File: config.mk
export PLATFORM = sky130hd
export DESIGN_NAME = rasterizer_depth_writeback
export DESIGN_NICKNAME = d
export VERILOG_FILES = /design/src/rtl/rasterizer_depth_writeback.sv
export SDC_FILE = /design/constraint.sdc
export NUM_CORES = 1
export LEC_CHECK = 0
export BUFFER_PORTS_ARGS = -buffer_cell sky130_fd_sc_hd__buf_2
export CAP_MARGIN = 20
export CORE_MARGIN = 4
export CORE_UTILIZATION = 53
export DETAILED_ROUTE_END_ITERATION = 16
export GPL_ROUTABILITY_DRIVEN = 0
export PLACE_DENSITY = 0.75
export REMOVE_ABC_BUFFERS = 1
export SLEW_MARGIN = 5
export SYNTH_ARGS = -nofsm -noshare
export SYNTH_HDL_FRONTEND = slang
export SYNTH_SLANG_ARGS = --single-unit
File: constraint.sdc
create_clock -name clock -period 6.8 [get_ports clock]
set_input_delay 0.68 -clock clock [delete_from_list [all_inputs] [get_ports clock]]
set_output_delay 0.68 -clock clock [all_outputs]
set_load 0.02 [all_outputs]
File: src/rtl/rasterizer_depth_writeback.sv
// rasterizer_depth_writeback
//   Depth-test and write-back stage that sits behind the rasterizer fetch
//   stage. Incoming fragments are buffered in a small FIFO, because fetch
//   cannot be stalled. Each head fragment is depth-tested. A passing fragment
//   is written to SDRAM as two 32-bit Avalon-MM writes: the depth word first,
//   then the colour word.
//
// Ports
//   clock, reset        system clock, asynchronous active-high reset
//   in_valid/in_*       fragment from fetch: address, old/new depth, colour
//   in_almost_full      registered: FIFO holds >= FIFO_DEPTH-1 entries
//   overflow            sticky: a fragment arrived while the FIFO was full
//   master_*            Avalon-MM write master (byte address, 32-bit data)
//   clear_stats         synchronous clear of the counters and overflow
//   pass_count/fail_count  saturating depth-test statistics
//   idle                FIFO empty and FSM in IDLE (registered)
module rasterizer_depth_writeback #(
    parameter int          FIFO_DEPTH   = 4,
    parameter logic [25:0] COLOR_OFFSET = 26'h0200000,
    parameter bit          LESS_EQUAL   = 1'b0,
    parameter int          CNT_W        = 16
) (
    input  logic             clock,
    input  logic             reset,
    input  logic             in_valid,
    input  logic [25:0]      in_addr,
    input  logic [31:0]      in_old_depth,
    input  logic [31:0]      in_new_depth,
    input  logic [23:0]      in_color,
    output logic             in_almost_full,
    output logic             overflow,
    output logic [25:0]      master_address,
    output logic             master_write,
    output logic [3:0]       master_byteenable,
    output logic [31:0]      master_writedata,
    input  logic             master_waitrequest,
    input  logic             clear_stats,
    output logic [CNT_W-1:0] pass_count,
    output logic [CNT_W-1:0] fail_count,
    output logic             idle
);

    localparam int AW = $clog2(FIFO_DEPTH);
    localparam int CW = AW + 1;

    typedef struct packed {
        logic [25:0] addr;
        logic [31:0] old_d;
        logic [31:0] new_d;
        logic [23:0] color;
    } frag_t;

    typedef enum logic [1:0] {
        ST_IDLE     = 2'd0,
        ST_WR_DEPTH = 2'd1,
        ST_WR_COLOR = 2'd2,
        ST_POP      = 2'd3
    } state_t;

    frag_t          mem_q [FIFO_DEPTH];
    frag_t          frag_in_s;
    frag_t          head_q;
    logic           head_vld_q;
    logic           head_vld_d;
    logic [AW-1:0]  wr_ptr_q;
    logic [AW-1:0]  rd_ptr_q;
    logic [AW-1:0]  rd_ptr_d;
    logic [CW-1:0]  count_q;
    logic [CW-1:0]  count_d;
    logic           full_s;
    logic           pop_s;
    logic           push_s;
    logic           drop_s;
    logic           pass_s;
    logic           pass_evt_s;
    logic           fail_evt_s;
    logic           going_idle_s;

    state_t         state_q;
    logic [25:0]    addr_q;
    logic           write_q;
    logic [3:0]     be_q;
    logic [31:0]    data_q;
    logic [CNT_W-1:0] pass_cnt_q;
    logic [CNT_W-1:0] fail_cnt_q;
    logic           overflow_q;
    logic           almost_full_q;
    logic           idle_q;

    assign frag_in_s = {in_addr, in_old_depth, in_new_depth, in_color};
    assign full_s    = (count_q == CW'(FIFO_DEPTH));
    assign pop_s     = (state_q == ST_POP);
    // A full FIFO still accepts a fragment in the cycle its head is removed.
    assign push_s    = in_valid && (!full_s || pop_s);
    assign drop_s    = in_valid && full_s && !pop_s;

    // FIFO occupancy and read-pointer next state.
    always_comb begin
        count_d = count_q;
        case ({push_s, pop_s})
            2'b10:   count_d = count_q + CW'(1);
            2'b01:   count_d = count_q - CW'(1);
            default: count_d = count_q;
        endcase
        if (pop_s) begin
            rd_ptr_d = rd_ptr_q + AW'(1);
        end else begin
            rd_ptr_d = rd_ptr_q;
        end
        // The head register only sees entries written before this edge, so a
        // fragment reaches the head one cycle after it is enqueued.
        if (pop_s) begin
            head_vld_d = (count_q > CW'(1));
        end else begin
            head_vld_d = (count_q != CW'(0));
        end
    end

    // Depth test on the registered head fragment, plus the resulting events.
    always_comb begin
        if (LESS_EQUAL) begin
            pass_s = (head_q.new_d <= head_q.old_d);
        end else begin
            pass_s = (head_q.new_d < head_q.old_d);
        end
        pass_evt_s   = (state_q == ST_IDLE) && head_vld_q && pass_s;
        fail_evt_s   = (state_q == ST_IDLE) && head_vld_q && !pass_s;
        going_idle_s = (state_q == ST_POP) || ((state_q == ST_IDLE) && !head_vld_q);
    end

    // Fragment storage; data only, the pointers and count qualify it.
    always_ff @(posedge clock) begin
        if (push_s) begin
            mem_q[wr_ptr_q] <= frag_in_s;
        end
    end

    // FIFO pointers, count, head register and the almost-full hint.
    always_ff @(posedge clock or posedge reset) begin
        if (reset) begin
            wr_ptr_q      <= '0;
            rd_ptr_q      <= '0;
            count_q       <= '0;
            head_q        <= '0;
            head_vld_q    <= 1'b0;
            almost_full_q <= 1'b0;
        end else begin
            if (push_s) begin
                wr_ptr_q <= wr_ptr_q + AW'(1);
            end
            rd_ptr_q      <= rd_ptr_d;
            count_q       <= count_d;
            head_q        <= mem_q[rd_ptr_d];
            head_vld_q    <= head_vld_d;
            almost_full_q <= (count_d >= CW'(FIFO_DEPTH - 1));
        end
    end

    // Write-back FSM with registered Avalon outputs.
    always_ff @(posedge clock or posedge reset) begin
        if (reset) begin
            state_q <= ST_IDLE;
            addr_q  <= 26'd0;
            write_q <= 1'b0;
            be_q    <= 4'b0000;
            data_q  <= 32'd0;
        end else begin
            case (state_q)
                ST_IDLE: begin
                    if (head_vld_q) begin
                        if (pass_s) begin
                            state_q <= ST_WR_DEPTH;
                            write_q <= 1'b1;
                            be_q    <= 4'b1111;
                            addr_q  <= head_q.addr;
                            data_q  <= head_q.new_d;
                        end else begin
                            state_q <= ST_POP;
                        end
                    end
                end
                ST_WR_DEPTH: begin
                    if (!master_waitrequest) begin
                        state_q <= ST_WR_COLOR;
                        addr_q  <= head_q.addr + COLOR_OFFSET;
                        data_q  <= {8'h00, head_q.color};
                    end
                end
                ST_WR_COLOR: begin
                    if (!master_waitrequest) begin
                        state_q <= ST_POP;
                        write_q <= 1'b0;
                        be_q    <= 4'b0000;
                    end
                end
                ST_POP: begin
                    state_q <= ST_IDLE;
                end
                default: begin
                    state_q <= ST_IDLE;
                    write_q <= 1'b0;
                    be_q    <= 4'b0000;
                end
            endcase
        end
    end

    // Saturating statistics, sticky overflow and the registered idle flag.
    always_ff @(posedge clock or posedge reset) begin
        if (reset) begin
            pass_cnt_q <= '0;
            fail_cnt_q <= '0;
            overflow_q <= 1'b0;
            idle_q     <= 1'b1;
        end else begin
            if (clear_stats) begin
                pass_cnt_q <= '0;
                fail_cnt_q <= '0;
                overflow_q <= 1'b0;
            end else begin
                if (pass_evt_s && (pass_cnt_q != {CNT_W{1'b1}})) begin
                    pass_cnt_q <= pass_cnt_q + CNT_W'(1);
                end
                if (fail_evt_s && (fail_cnt_q != {CNT_W{1'b1}})) begin
                    fail_cnt_q <= fail_cnt_q + CNT_W'(1);
                end
                if (drop_s) begin
                    overflow_q <= 1'b1;
                end
            end
            idle_q <= going_idle_s && (count_d == CW'(0));
        end
    end

    assign master_address    = addr_q;
    assign master_write      = write_q;
    assign master_byteenable = be_q;
    assign master_writedata  = data_q;
    assign pass_count        = pass_cnt_q;
    assign fail_count        = fail_cnt_q;
    assign overflow          = overflow_q;
    assign in_almost_full    = almost_full_q;
    assign idle              = idle_q;

endmodule

== After elaboration in Yosys (flattened, before gate mapping) ==
Memories as Yosys holds them, arrays and structs flattened. A register that Yosys moved wholly into a read port is not among the register bits.
Cells that the tools add are included.

* Equal/unequal tests: 12
* Divide/modulo/power cells: 0
* $mul: 0
* Shifts and indexed selects: 0
* Bitwise gates (word level): 0
* Order comparisons: 3
* Mux-type cells: 32
* Reduce and logical (&&, ||, !) cells: 27
* Add/subtract/negate cells: 7

{| class="wikitable"
|+ Operators by type and width
! operator !! number
|-
| $mux 32 || 3
|-
| $mux 26 || 3
|-
| $mux 16 || 4
|-
| $pmux 32 s2 || 1
|-
| $pmux 26 s2 || 1
|-
| $add 16x1->16 const B || 2
|-
| $lt 32x32->1 || 1
|-
| $ne 16x16->1 const B || 2
|-
| $add 26x22->26 const B || 1
|-
| $mux 4 || 3
|-
| $logic_and 1x1->1 || 10
|-
| $mux 2 || 5
|-
| $reduce_bool 2->1 || 5
|-
| $mux 1 || 8
|-
| $ne 2x2->1 const B || 4
|-
| $pmux 2 s4 || 1
|-
| $pmux 4 s2 || 1
|-
| $reduce_and 4->1 || 2
|-
| $eq 2x2->1 const B || 3
|-
| $pmux 3 s2 || 1
|-
| $add 2x1->2 const B || 2
|-
| $eq 2x1->1 const B || 2
|-
| $logic_not 1->1 || 4
|-
| $add 3x1->3 const B || 1
|-
| other kinds (10) || 11
|}

* Input port bits: 119
* Bits in registers: 108
* Memories: 1
* Output and inout bits: 98
* Bits in read-only memories: 0
* Latch bits: 0
* Logic and storage cells: 96
* RAM bits: 456

{| class="wikitable"
|+ Memories
! name !! depth !! width !! rd ports !! clocked after memory_dff !! write ports !! RTL line !! RTL
|-
| mem_q || 4 || 114 || 1 || 1 || 1 || 60 || <nowiki>frag_t mem_q [FIFO_DEPTH];</nowiki>
|}

== Depth between registers and ports, before layout ==
Gate-level depths: netlist (run 1).

* Word-level depth: 8
* Gate-level depth with buffers: 12
* Mapped depth without buffers: 11

== Worst setup path before layout (run 1) ==
Ideal clock, no wire load.

* Kind: reg2reg
* From: reg state_q[0]
* To: mem mem_q[0][0] in the netlist's numbering, enable pin
* Cell stages (with the launch flop): 5
* Setup slack: 2767 ps
* Path buffers: 0
* Period minus slack after synthesis: 4033 ps
* Setup time: 487 ps
* Required time: 6313 ps
* Arrival time: 3546 ps
* Path through: dfrtp_1 > ha_1 > inv_1 > nand3_1 > and3_1

* Longest elaborated chain between the ends: 5

{| class="wikitable"
|+ RTL lines
! element !! RTL line !! RTL
|-
| start: declaration || 79 || <nowiki>state_t state_q;</nowiki>
|-
| start signal: assignment || 162 || <nowiki>state_q <= ST_IDLE;</nowiki>
|-
| start signal: assignment || 172 || <nowiki>state_q <= ST_WR_DEPTH;</nowiki>
|-
| start signal: assignment || 178 || <nowiki>state_q <= ST_POP;</nowiki>
|-
| $eq 2x2->1 || 92 || <nowiki>assign pop_s = (state_q == ST_POP);</nowiki>
|-
| $logic_or 1x1->1 || 94 || <nowiki>assign push_s = in_valid && (!full_s || pop_s);</nowiki>
|-
| $logic_and 1x1->1 || 94 ||
|-
| $mux 1 || 133 || <nowiki>if (push_s) begin</nowiki>
|-
| $mux 1 (implied by the code) || 134 || <nowiki>mem_q[wr_ptr_q] <= frag_in_s;</nowiki>
|-
| end: declaration || 60 ||
|}

No other way between the ends.

== Worst setup path in the final report (run 1) ==
* From: reg, netlist name head_q[54]
* To: reg addr_q[2], in the netlist master_address[2]

* Longest elaborated chain between the ends: 3

{| class="wikitable"
|+ RTL lines
! element !! RTL line !! RTL
|-
| $lt 32x32->1 || 124 || <nowiki>pass_s = (head_q.new_d < head_q.old_d);</nowiki>
|-
| $ne 2x2->1 (no source line) || -- ||
|-
| $reduce_and 4->1 (no source line) || -- ||
|-
| end signal: assignment || 175 || <nowiki>addr_q <= head_q.addr;</nowiki>
|-
| end signal: assignment || 185 || <nowiki>addr_q <= head_q.addr + COLOR_OFFSET;</nowiki>
|-
| end: declaration || 80 || <nowiki>logic [25:0] addr_q;</nowiki>
|}

No other way between the ends.
A chain may end at the register's enable or synchronous reset.

==> results of run 1 <==
-- layout by cell type (no fill, tap or decap), types with 30 or more instances in the layout --
cell type and count:
inv_1 53, clkbuf_16 72, nor2_1 37, dfrtp_1 217, ha_1 47, mux2_2 30
mux4_2 114, a21oi_1 54, buf_2 216, edfxtp_1 456
-- state kept, by name, summed over array words and instances, names as in the netlist --
name / count
fail_count: 16
idle: 1
rd_ptr_q: 2
state_q: 2
master_writedata: 32
pass_count: 16
master_address: 26
head_q: 114
count_q: 3
master_byteenable: 1
head_vld_q: 1
wr_ptr_q: 2
mem_q: 456
overflow: 1
in_almost_full: 1
-- through the flow --
| stage | TNS (ns) | setup WS, ns | std cells | util [%] | hold slack, ns |
|---|---|---|---|---|---|
| floorplan | -606.26 | -5.28 | 1241 | - | 0.456 |
| global placement | 0 | 2.71 | 2078 | 57.6 | 0.456 |
| detailed placement | 0 | 2.66 | 2080 | 57.8 | 0.464 |
| CTS | 0 | 2.65 | 2206 | 62.4 | 0.184 |
| global route | 0 | 2.49 | 2210 | 62.5 | 0.211 |
| finish | 0 | 2.67 | 2214 | 62.5 | 0.176 |
-- cells by family (layout without fill, tap and decap cells) --
family,Yosys count,after routing,share of synthesized area (%)
xor+xnor,19,19,0.663
compound gates,135,135,3.42
mux,172,172,12.7
simple gates,139,139,2.77
flops,674,674,76.3
buf+inv,107,413,1.73
fa+ha+maj,48,48,2.39
other cells,0,7,0
-- cell type report --
class	count	area, µm²	area share (%)
antenna	7	17.5	0.0601
clock buffer	93	1920	6.59
clock inverter	33	243	0.833
inverter	54	210	0.721
multi-input combinational	513	5570	19.1
sequential	674	19100	65.7
tap	607	759	2.61
timing repair buffer	233	1270	4.37
-- per-layer routing --
layer	routed length, µm	vias up	track usage [%]
li1	-	5594	-
met1	19800	6408	25.9
met2	24900	351	33.0
met3	3060	88	5.10
met4	1040	10	5.79
met5	81	-	0
-- how the worst max path moves through the flow --
stage,to,start,cells past startpoint
after global routing,master_address[18],head_q[39],9
after detailed placement,master_address[15],head_q[39],9
after floorplan,head_q[0],state_q[0],3
after global placement,master_address[19],head_q[39],9
final,master_address[2],head_q[54],9
after CTS,master_address[5],head_q[39],9
-- critical path: cells and delay by family (launching register included) --
kind,cells,cell delay [ns]
fa+ha+maj,1,0.32
simple gates,4,1.77
compound gates,2,0.73
buf+inv,1,0.32
mux,1,0.41
flops,1,0.38
-- power by group --
part / total (mW) / internal (mW) / switching [mW]
clock network: 3.58 / 2.07 / 1.50
registers: 6.00 / 5.59 / 0.403
logic: 4.63 / 2.09 / 2.54
total: 14.2 / 9.75 / 4.45
==> results.tsv, run 1 <==
metric	value	unit
outcome	finished, final reports clean	
Worst R2R Start	head_q[54]	
most frequent cells after synthesis	edfxtp_1, dfrtp_1, mux4_2, a21oi_1, inv_1	
Root Buffer	clkbuf_16	
clk buf depth	3	
htree depth	3	
pin count of the biggest net entering global routing	116	
post-synthesis sequential area ratio	76.3	%
CTS Hold Bufs	0	
max_slew headroom	31.0	%
Net count, final	1711	
fin crit period	4.13	ns
post-synth cell types	50	
first-pass GRT wire length	76000	µm
remaining antenna violation count after routing	0	
drt via density	5.62	
crit end category	flip-flop	
cell with the most instances after synthesis	edfxtp_1	
ranking of synthesized cells by area	edfxtp_1, dfrtp_1, mux4_2, ha_1, mux2_2	
WL/cell	22.1	µm
area grow syn2layout	16.2	%
Hold Path Class	primary input to async pin	
number of fill cells	3279	
layout cells sized above 1	31.1	%
FF-to-FF End	master_address[2]	
crit-path cells	ha_1, nand4_1, nor4_1, nand2_1, a31oi_4, o21ai_4, buf_4, nand2_2, mux2_2	
worst reg2reg setup slack	2.67	ns
DP HPWL	29400	µm
Tightest Pin Transition	1.03	ns
Clock Pin Slew Worst Setup and Hold Paths	0.06	ns
cts bufs inserted	68	
CP required	7.27	ns
cell taking the most area after synthesis	edfxtp_1	
worst skew pair latency	0.60	ns
TritonRoute pass-1 iters	7	
GRT Total Usage	19.7	%
Post-synth EDFFs	456	
synthesized cell area	25100	µm²
Top FF cell, synth	edfxtp_1	
hold violation total from the final report	0	
clock skew	0.0185	ns
CTS-repair resized insts	0	
vias in the first global route	13300	
Ports	217	
Syn. warnings	0	
fin area	29100	µm²
mean post-synth cell area	19.4	µm²
area share of the largest cell type after synthesis	54.6	%
TritonCTS Sinks	674	
Gate Count Post-Synth	1294	
Worst EP arrival	4.59	ns
IO buf count	216	
Pwr Total	14.2	mW
CP Max Fanout	52	
TritonCTS clock tree	yes	
type of element launching the critical path	flip-flop	
unrepaired setup endpoints after global routing	no	
Max Transition Viols Final	0	
Die Ht	226	µm
Rows	79	
maxcap violations	0	
Synth Register Bits	674	
Setup Buffers After CTS	0	
Core ar.	46700	µm²
Crit path largest cell delay	0.72	ns
Die ar.	50900	µm²
Post-DP Area	26900	µm²
peak supply drop	0.000711	V
ys async rst share	32.3	%
total number of vias	12500	
CP Class	flip-flop to flip-flop	
DIE WIDTH	226	µm
cell area power density	487	nW/µm²
Slowest cell on crit path	nand2_2	
Starting Density	53.8	%
# DRC	0	
FF-to-FF path depth	9	
Setup violations, final	0	
1st-iter DRT viols	891	
crit share post-route	60.7	%
total gr overflow	0	
initial antenna violation count	11	
f_max	0.242	GHz
Routed WL	48900	µm
P_leak	11.0	nW
(Power assumes the default switching activity.)
==> run 2: changes to the inputs <==
==> constraint.sdc (replaced) <==
create_clock -name clock -period 3.5 [get_ports clock]
set_input_delay 0.35 -clock clock [delete_from_list [all_inputs] [get_ports clock]]
set_output_delay 0.35 -clock clock [all_outputs]
set_load 0.02 [all_outputs]
==> run 2 against run 1 <==
Against the previous run:
- non-clock buffer count up 128
- combinational power up 100%
- die area unchanged
- clock power up 100%
- largest power group unchanged
- first-iteration DRC count up 6.8%
- worst setup slack worse by 2.4 ns
- final cell count up 5.7%
- clock-buffer cell count up 7
- worst hold slack worse by 0.11 ns
- global-route usage up 0.87 points
- final area up 4.9%
- critical endpoint is now fail_count[15]
==> results.tsv, run 2 (synthesized netlist as in run 1, its figures left out) <==
metric	value	unit	change
CP Class	flip-flop to flip-flop		unchanged
Setup Buffers After CTS	0		unchanged
Largest register FFs	456		unchanged
Max Transition Viols Final	0		unchanged
Placed Cells	2093		was 2,080
commonest non-fill, non-tap cell in the layout	edfxtp_1		unchanged
non-filler cells in the finished layout	2340		was 2,214
unrepaired setup endpoints after global routing	no		unchanged
Net count, final	1840		was 1,711
Die Ht	226	µm	unchanged
Worst EP arrival	3.71	ns	was 4.59 ns
max_slew headroom	35.5	%	was 31.0%
# DRC	0		unchanged
initial antenna violation count	6		was 11
remaining antenna violation count after routing	0		unchanged
Rows	79		unchanged
type of element launching the critical path	flip-flop		unchanged
commonest cells after routing, fill and taps aside	edfxtp_1, dfrtp_1, buf_2, dlygate4sd3_1, mux4_2		was edfxtp_1, dfrtp_1, buf_2, mux4_2, clkbuf_16
crit end category	flip-flop		unchanged
GRT Total Usage	20.6	%	was 19.7%
total gr overflow	0		unchanged
cell area power density	925	nW/µm²	was 487 nW/µm²
clk buf depth	3		unchanged
area grow syn2layout	21.9	%	was 16.2%
peak supply drop	0.00117	V	was 0.000711 V
IO buf count	216		unchanged
worst skew pair latency	0.60	ns	about the same
layout cells sized above 1	29.3	%	was 31.1%
Die ar.	50900	µm²	unchanged
f_max	0.312	GHz	was 0.242 GHz
fin crit period	3.21	ns	was 4.13 ns
largest register by flop count	mem_q		unchanged
total number of vias	13000		was 12,500
TritonCTS Sinks	674		unchanged
Routed WL	50900	µm	was 48,900 µm
Final Core Density	65.6	%	was 62.5%
Tightest Pin Transition	0.959	ns	was 1.03 ns
vias in the first global route	13900		was 13,300
Clock Pin Slew Worst Setup and Hold Paths	0.06	ns	about the same
CP required	4.00	ns	was 7.27 ns
TritonRoute pass-1 iters	5		was 7
Core ar.	46700	µm²	unchanged
first-pass GRT wire length	80100	µm	was 76,000 µm
crit share post-route	91.6	%	was 60.7%
Hold Path Class	primary input to flip-flop		was primary input to async pin
P_leak	11.6	nW	was 11.0 nW
DIE WIDTH	226	µm	unchanged
Starting Density	53.8	%	unchanged
cts bufs inserted	69		was 68
TritonCTS clock tree	yes		unchanged
1st-iter DRT viols	952		was 891
CP Max Fanout	15		was 52
hold violation total from the final report	0		unchanged
DP HPWL	30200	µm	was 29,400 µm
maxcap violations	0		unchanged
WL/cell	21.7	µm	was 22.1 µm
htree depth	3		unchanged
Ports	217		unchanged
drt via density	5.55		was 5.62
Root Buffer	clkbuf_16		unchanged
clock skew	0.0228	ns	was 0.0185 ns
pin count of the biggest net entering global routing	102		was 116
outcome	finished, final reports clean		unchanged
CTS-repair resized insts	0		unchanged
Setup violations, final	0		unchanged
[run 2: cell types whose count changed in the layout (fill, tap and decap cells not counted), moves of 3 or more]
cell and delta:
dlygate4sd3_1 +115, clkinvlp_4 -3, clkinv_1 -3, clkinv_2 -3
buf_12 +12, clkbuf_1 +6, bufinv_16 +4
[run 2: final timing paths]
check / start / to / slack, ns / cells past startpoint
worst max-delay path: head_q[39] / fail_count[15] / 0.29 / 9
worst min-delay path: master_waitrequest / master_byteenable[2] / 0.07 / 3
worst max register to register: head_q[39] / fail_count[15] / 0.29 / 9
worst min register to register: head_q[92] / master_address[4] / 0.47 / 1
max in group asynchronous: reset / idle / 2.22 / 4
min in group asynchronous: reset / master_address[9] / 0.41 / 3
[run 2: cell type report]
| cell class | instances | area, µm² |
|---|---|---|
| diodes | 6 | 15.0 |
| clock buffers | 100 | 1950 |
| clock inverters | 25 | 300 |
| fillers | 3144 | 16100 |
| inverters | 54 | 210 |
| multi-input cells | 513 | 5570 |
| flip-flops and latches | 674 | 19100 |
| well taps | 607 | 759 |
| repair buffers | 361 | 2630 |
[run 2: report_power, final]
group / internal, mW / switching (mW)
sequential: 10.9 / 0.764
combinational: 4.36 / 5.08
clock: 4.32 / 2.90
total: 19.5 / 8.75
[run 2: metrics by stage]
stage          setup TNS [ns]  area (µm²)  power (mW)  worst slack [ns]  hold WS, ns
3_3_place_gp                0       27200        20.9             0.367        0.456
4_1_cts                     0       30600        28.7             0.261       0.0370
5_1_grt                     0       30600        29.9             0.119       0.0799
3_5_place_dp                0       27200        21.3             0.279        0.463
2_1_floorplan        -1904.58       24900        16.6             -8.58        0.413
6_report                    0       30600        28.3             0.294       0.0679
[run 2: timing repair]
item	in CTS	in global routing
endpoints found under the hold margin	549	0
setup endpoints to repair	0	0
hold buffers	115	0
[run 2: critical path, cell delays in order (launching register included)]
cell	delay, ns
dfrtp_1	0.39
ha_1	0.33
nand4_1	0.15
nor3_1	0.32
or4b_1	0.52
a31oi_4	0.37
buf_4	0.28
o21ai_2	0.13
or4_1	0.45
a21oi_1	0.18
[run 2: layer usage]
metal	track usage [%]	vias up	part of all wire [%]
met3	4.00	81	5.3
met4	6.32	2	2.2
met2	34.1	334	50
met5	0	-	0.026
li1	-	5843	-
met1	28.2	6736	42
==> run 3: changes to the inputs <==
--- a/config.mk
+++ b/config.mk
@@ -8,11 +8,12 @@
 export BUFFER_PORTS_ARGS = -buffer_cell sky130_fd_sc_hd__buf_2
 export CAP_MARGIN = 20
 export CORE_MARGIN = 4
-export CORE_UTILIZATION = 53
+export CORE_UTILIZATION = 60
 export DETAILED_ROUTE_END_ITERATION = 16
 export GPL_ROUTABILITY_DRIVEN = 0
-export PLACE_DENSITY = 0.75
+export PLACE_DENSITY = 0.8
 export REMOVE_ABC_BUFFERS = 1
+export SKIP_CTS_REPAIR_TIMING = 1
 export SLEW_MARGIN = 5
 export SYNTH_ARGS = -nofsm -noshare
 export SYNTH_HDL_FRONTEND = slang
==> constraint.sdc (replaced) <==
create_clock -name clock -period 4 [get_ports clock]
set_input_delay 0.4 -clock clock [delete_from_list [all_inputs] [get_ports clock]]
set_output_delay 0.4 -clock clock [all_outputs]
set_load 0.02 [all_outputs]
==> run 3 against run 2 <==
Against the previous run:
- the flow now finishes with violations (negative hold slack)
- maximum frequency is 5.1% lower
- final area is 4.5% lower
- non-clock buffer count is 122 lower
- clock-buffer cell count is 2 lower
- critical path depth stayed put
- flip-flop and latch count stayed put
- sequential power is 12% lower
- worst setup slack better by 0.33 ns
- final cell count is 8.4% lower
- die area is 11% lower
- sequential share of layout area is 2.9 points higher
- critical endpoint is now fail_count[10]
- largest power group unchanged
==> results.tsv, run 3 (synthesized netlist as in run 1, its figures left out) <==
metric	value	unit	change
WHS	-0.0251	ns	was 0.0679 ns
crit-path cells	ha_1, nand4_1, nor3_1, or4b_1, a31oi_4, buf_4, o2111ai_1, or3_1, a21oi_1		was ha_1, nand4_1, nor3_1, or4b_1, a31oi_4, buf_4, o21ai_2, or4_1, a21oi_1
DIE WIDTH	212	µm	was 226 µm
Tightest Pin Transition	1.12	ns	was 0.959 ns
cell area power density	839	nW/µm²	was 925 nW/µm²
crit share post-route	84.5	%	was 91.6%
first-pass GRT wire length	76500	µm	was 80,100 µm
htree depth	3		unchanged
remaining antenna violation count after routing	0		unchanged
Core ar.	41100	µm²	was 46,700 µm²
Pwr Total	24.5	mW	was 28.3 mW
Rows	74		was 79
Slowest cell on crit path	or4b_1		unchanged
FF-to-FF path depth	9		unchanged
DP HPWL	28700	µm	was 30,200 µm
worst skew pair latency	0.59	ns	was 0.60 ns
cts bufs inserted	68		was 69
CP delay by family, top	simple AND/OR/NAND/NOR gates		unchanged
TritonRoute pass-1 iters	5		unchanged
peak supply drop	0.000811	V	was 0.00117 V
P_leak	11.0	nW	was 11.6 nW
Worst EP arrival	3.87	ns	was 3.71 ns
violated checks	negative hold slack		
Sw Pwr	7.60	mW	was 8.75 mW
Die Ht	212	µm	was 226 µm
Crit path buffers/inverters	1		unchanged
outcome	complete, but fails checks		was finished, final reports clean
Routed WL	48800	µm	was 50,900 µm
CP Class	flip-flop to flip-flop		unchanged
WL/cell	22.8	µm	was 21.7 µm
# DRC	0		unchanged
Ports	217		unchanged
Hold Path Class	primary input to async pin		was primary input to flip-flop
Starting Density	61.0	%	was 53.8%
TritonCTS Sinks	674		unchanged
Root Buffer	clkbuf_16		unchanged
vias in the first global route	13400		was 13,900
Cell Int Power	16.9	mW	was 19.5 mW
CP Max Fanout	18		was 15
maxcap violations	0		unchanged
Worst R2R Start	head_q[39]		unchanged
Fin Setup TNS	0	ns	unchanged
fin crit period	3.38	ns	was 3.21 ns
total number of vias	12600		was 13,000
max_slew headroom	24.8	%	was 35.5%
Die ar.	45100	µm²	was 50,900 µm²
Clock Pin Slew Worst Setup and Hold Paths	0.06	ns	about the same
layout cells sized above 1	31.3	%	was 29.3%
Crit path largest cell delay	0.58	ns	was 0.52 ns
Post-DP Area	26900	µm²	was 27,200 µm²
pin count of the biggest net entering global routing	128		was 102
Reg power frac	41.6	%	was 41.1%
largest register by flop count	mem_q		unchanged
commonest non-fill, non-tap cell in the layout	edfxtp_1		unchanged
unrepaired setup endpoints after global routing	no		unchanged
hold violation total from the final report	5		was 0
Setup violations, final	0		unchanged
area grow syn2layout	16.4	%	was 21.9%
1st-iter DRT viols	988		was 952
Comb power frac	32.5	%	was 33.4%
clock skew	0.0225	ns	was 0.0228 ns
f_max	0.296	GHz	was 0.312 GHz
CP required	4.49	ns	was 4.00 ns
FF-to-FF End	fail_count[10]		was fail_count[15]
IO buf count	216		unchanged
worst reg2reg setup slack	0.62	ns	was 0.29 ns
Largest register FFs	456		unchanged
clk buf depth	3		unchanged
fin area	29200	µm²	was 30,600 µm²
commonest cells after routing, fill and taps aside	edfxtp_1, dfrtp_1, buf_2, mux4_2, clkbuf_16		was edfxtp_1, dfrtp_1, buf_2, dlygate4sd3_1, mux4_2
type of element launching the critical path	flip-flop		unchanged
TritonCTS clock tree	yes		unchanged
GRT Total Usage	22.3	%	was 20.6%
Clock Power Share	25.9	%	was 25.5%
initial antenna violation count	14		was 6
drt via density	5.88		was 5.55
Max Transition Viols Final	0		unchanged
Net count, final	1717		was 1,840
crit end category	flip-flop		unchanged
switching power share of the total	31.0	%	was 30.9%
total gr overflow	0		unchanged
## run 3: cell count changes in the layout (fill, tap and decap cells not counted), moves of 2 or more
cell / change
buf_12: -7
clkinv_2: -3
dlygate4sd3_1: -115
clkinvlp_4: +2
inv_6: +3
clkbuf_1: -3
clkbuf_8: +2
## run 3: worst reg2reg max path, delay by kind of cell (launching register included)
| family | cells | cell delay, ns |
|---|---|---|
| flops | 1 | 0.39 |
| simple gates | 4 | 1.53 |
| compound gates | 3 | 0.76 |
| buf+inv | 1 | 0.26 |
| fa+ha+maj | 1 | 0.34 |
## run 3: through the flow
step                      cells  setup WS, ns  hold WS (ns)  util (%)
after floorplan            1241         -8.08         0.456         -
after global placement     2012         0.696         0.458      65.5
after detailed placement   2012         0.600         0.465      65.5
after CTS                  2137         0.576      -0.00870      71.0
after global routing       2139         0.350       0.00389      71.0
final                      2143         0.622       -0.0251      71.1
## run 3: area by class of cell
type | count | area [µm²]
clock inverters | 27 | 322
well taps | 532 | 666
repair buffers | 239 | 1340
clock buffers | 98 | 1940
flip-flops and latches | 674 | 19100
inverters | 54 | 210
diodes | 6 | 15.0
fillers | 2471 | 11900
multi-input cells | 513 | 5570
## run 3: worst max path at each step
stage | startpoint | to | slack, ns | depth (start not counted)
3_5_place_dp | head_q[39] | fail_count[10] | 0.60 | 9
3_3_place_gp | head_q[39] | fail_count[4] | 0.70 | 9
5_1_grt | head_q[39] | fail_count[10] | 0.35 | 9
4_1_cts | head_q[39] | fail_count[10] | 0.58 | 9
2_1_floorplan | state_q[0] | head_q[0] | -8.08 | 3
6_report | head_q[39] | fail_count[10] | 0.62 | 9
## run 3: power groups by stage
stage | Clock, mW | Combinational [mW] | Sequential (mW)
floorplan | 0 | 4.22 | 10.5
global placement | 0 | 7.95 | 10.2
detailed placement | 0 | 8.11 | 10.3
CTS | 6.48 | 8.15 | 10.2
global route | 6.81 | 8.71 | 10.3
finish | 6.35 | 7.97 | 10.2
## run 3: per-layer routing
layer  global-route usage (%)  part of all wire, %
met3                     4.93                  6.0
met1                     30.2                   40
met2                     37.3                   51
met4                     6.64                  2.6
met5                        0                 0.24
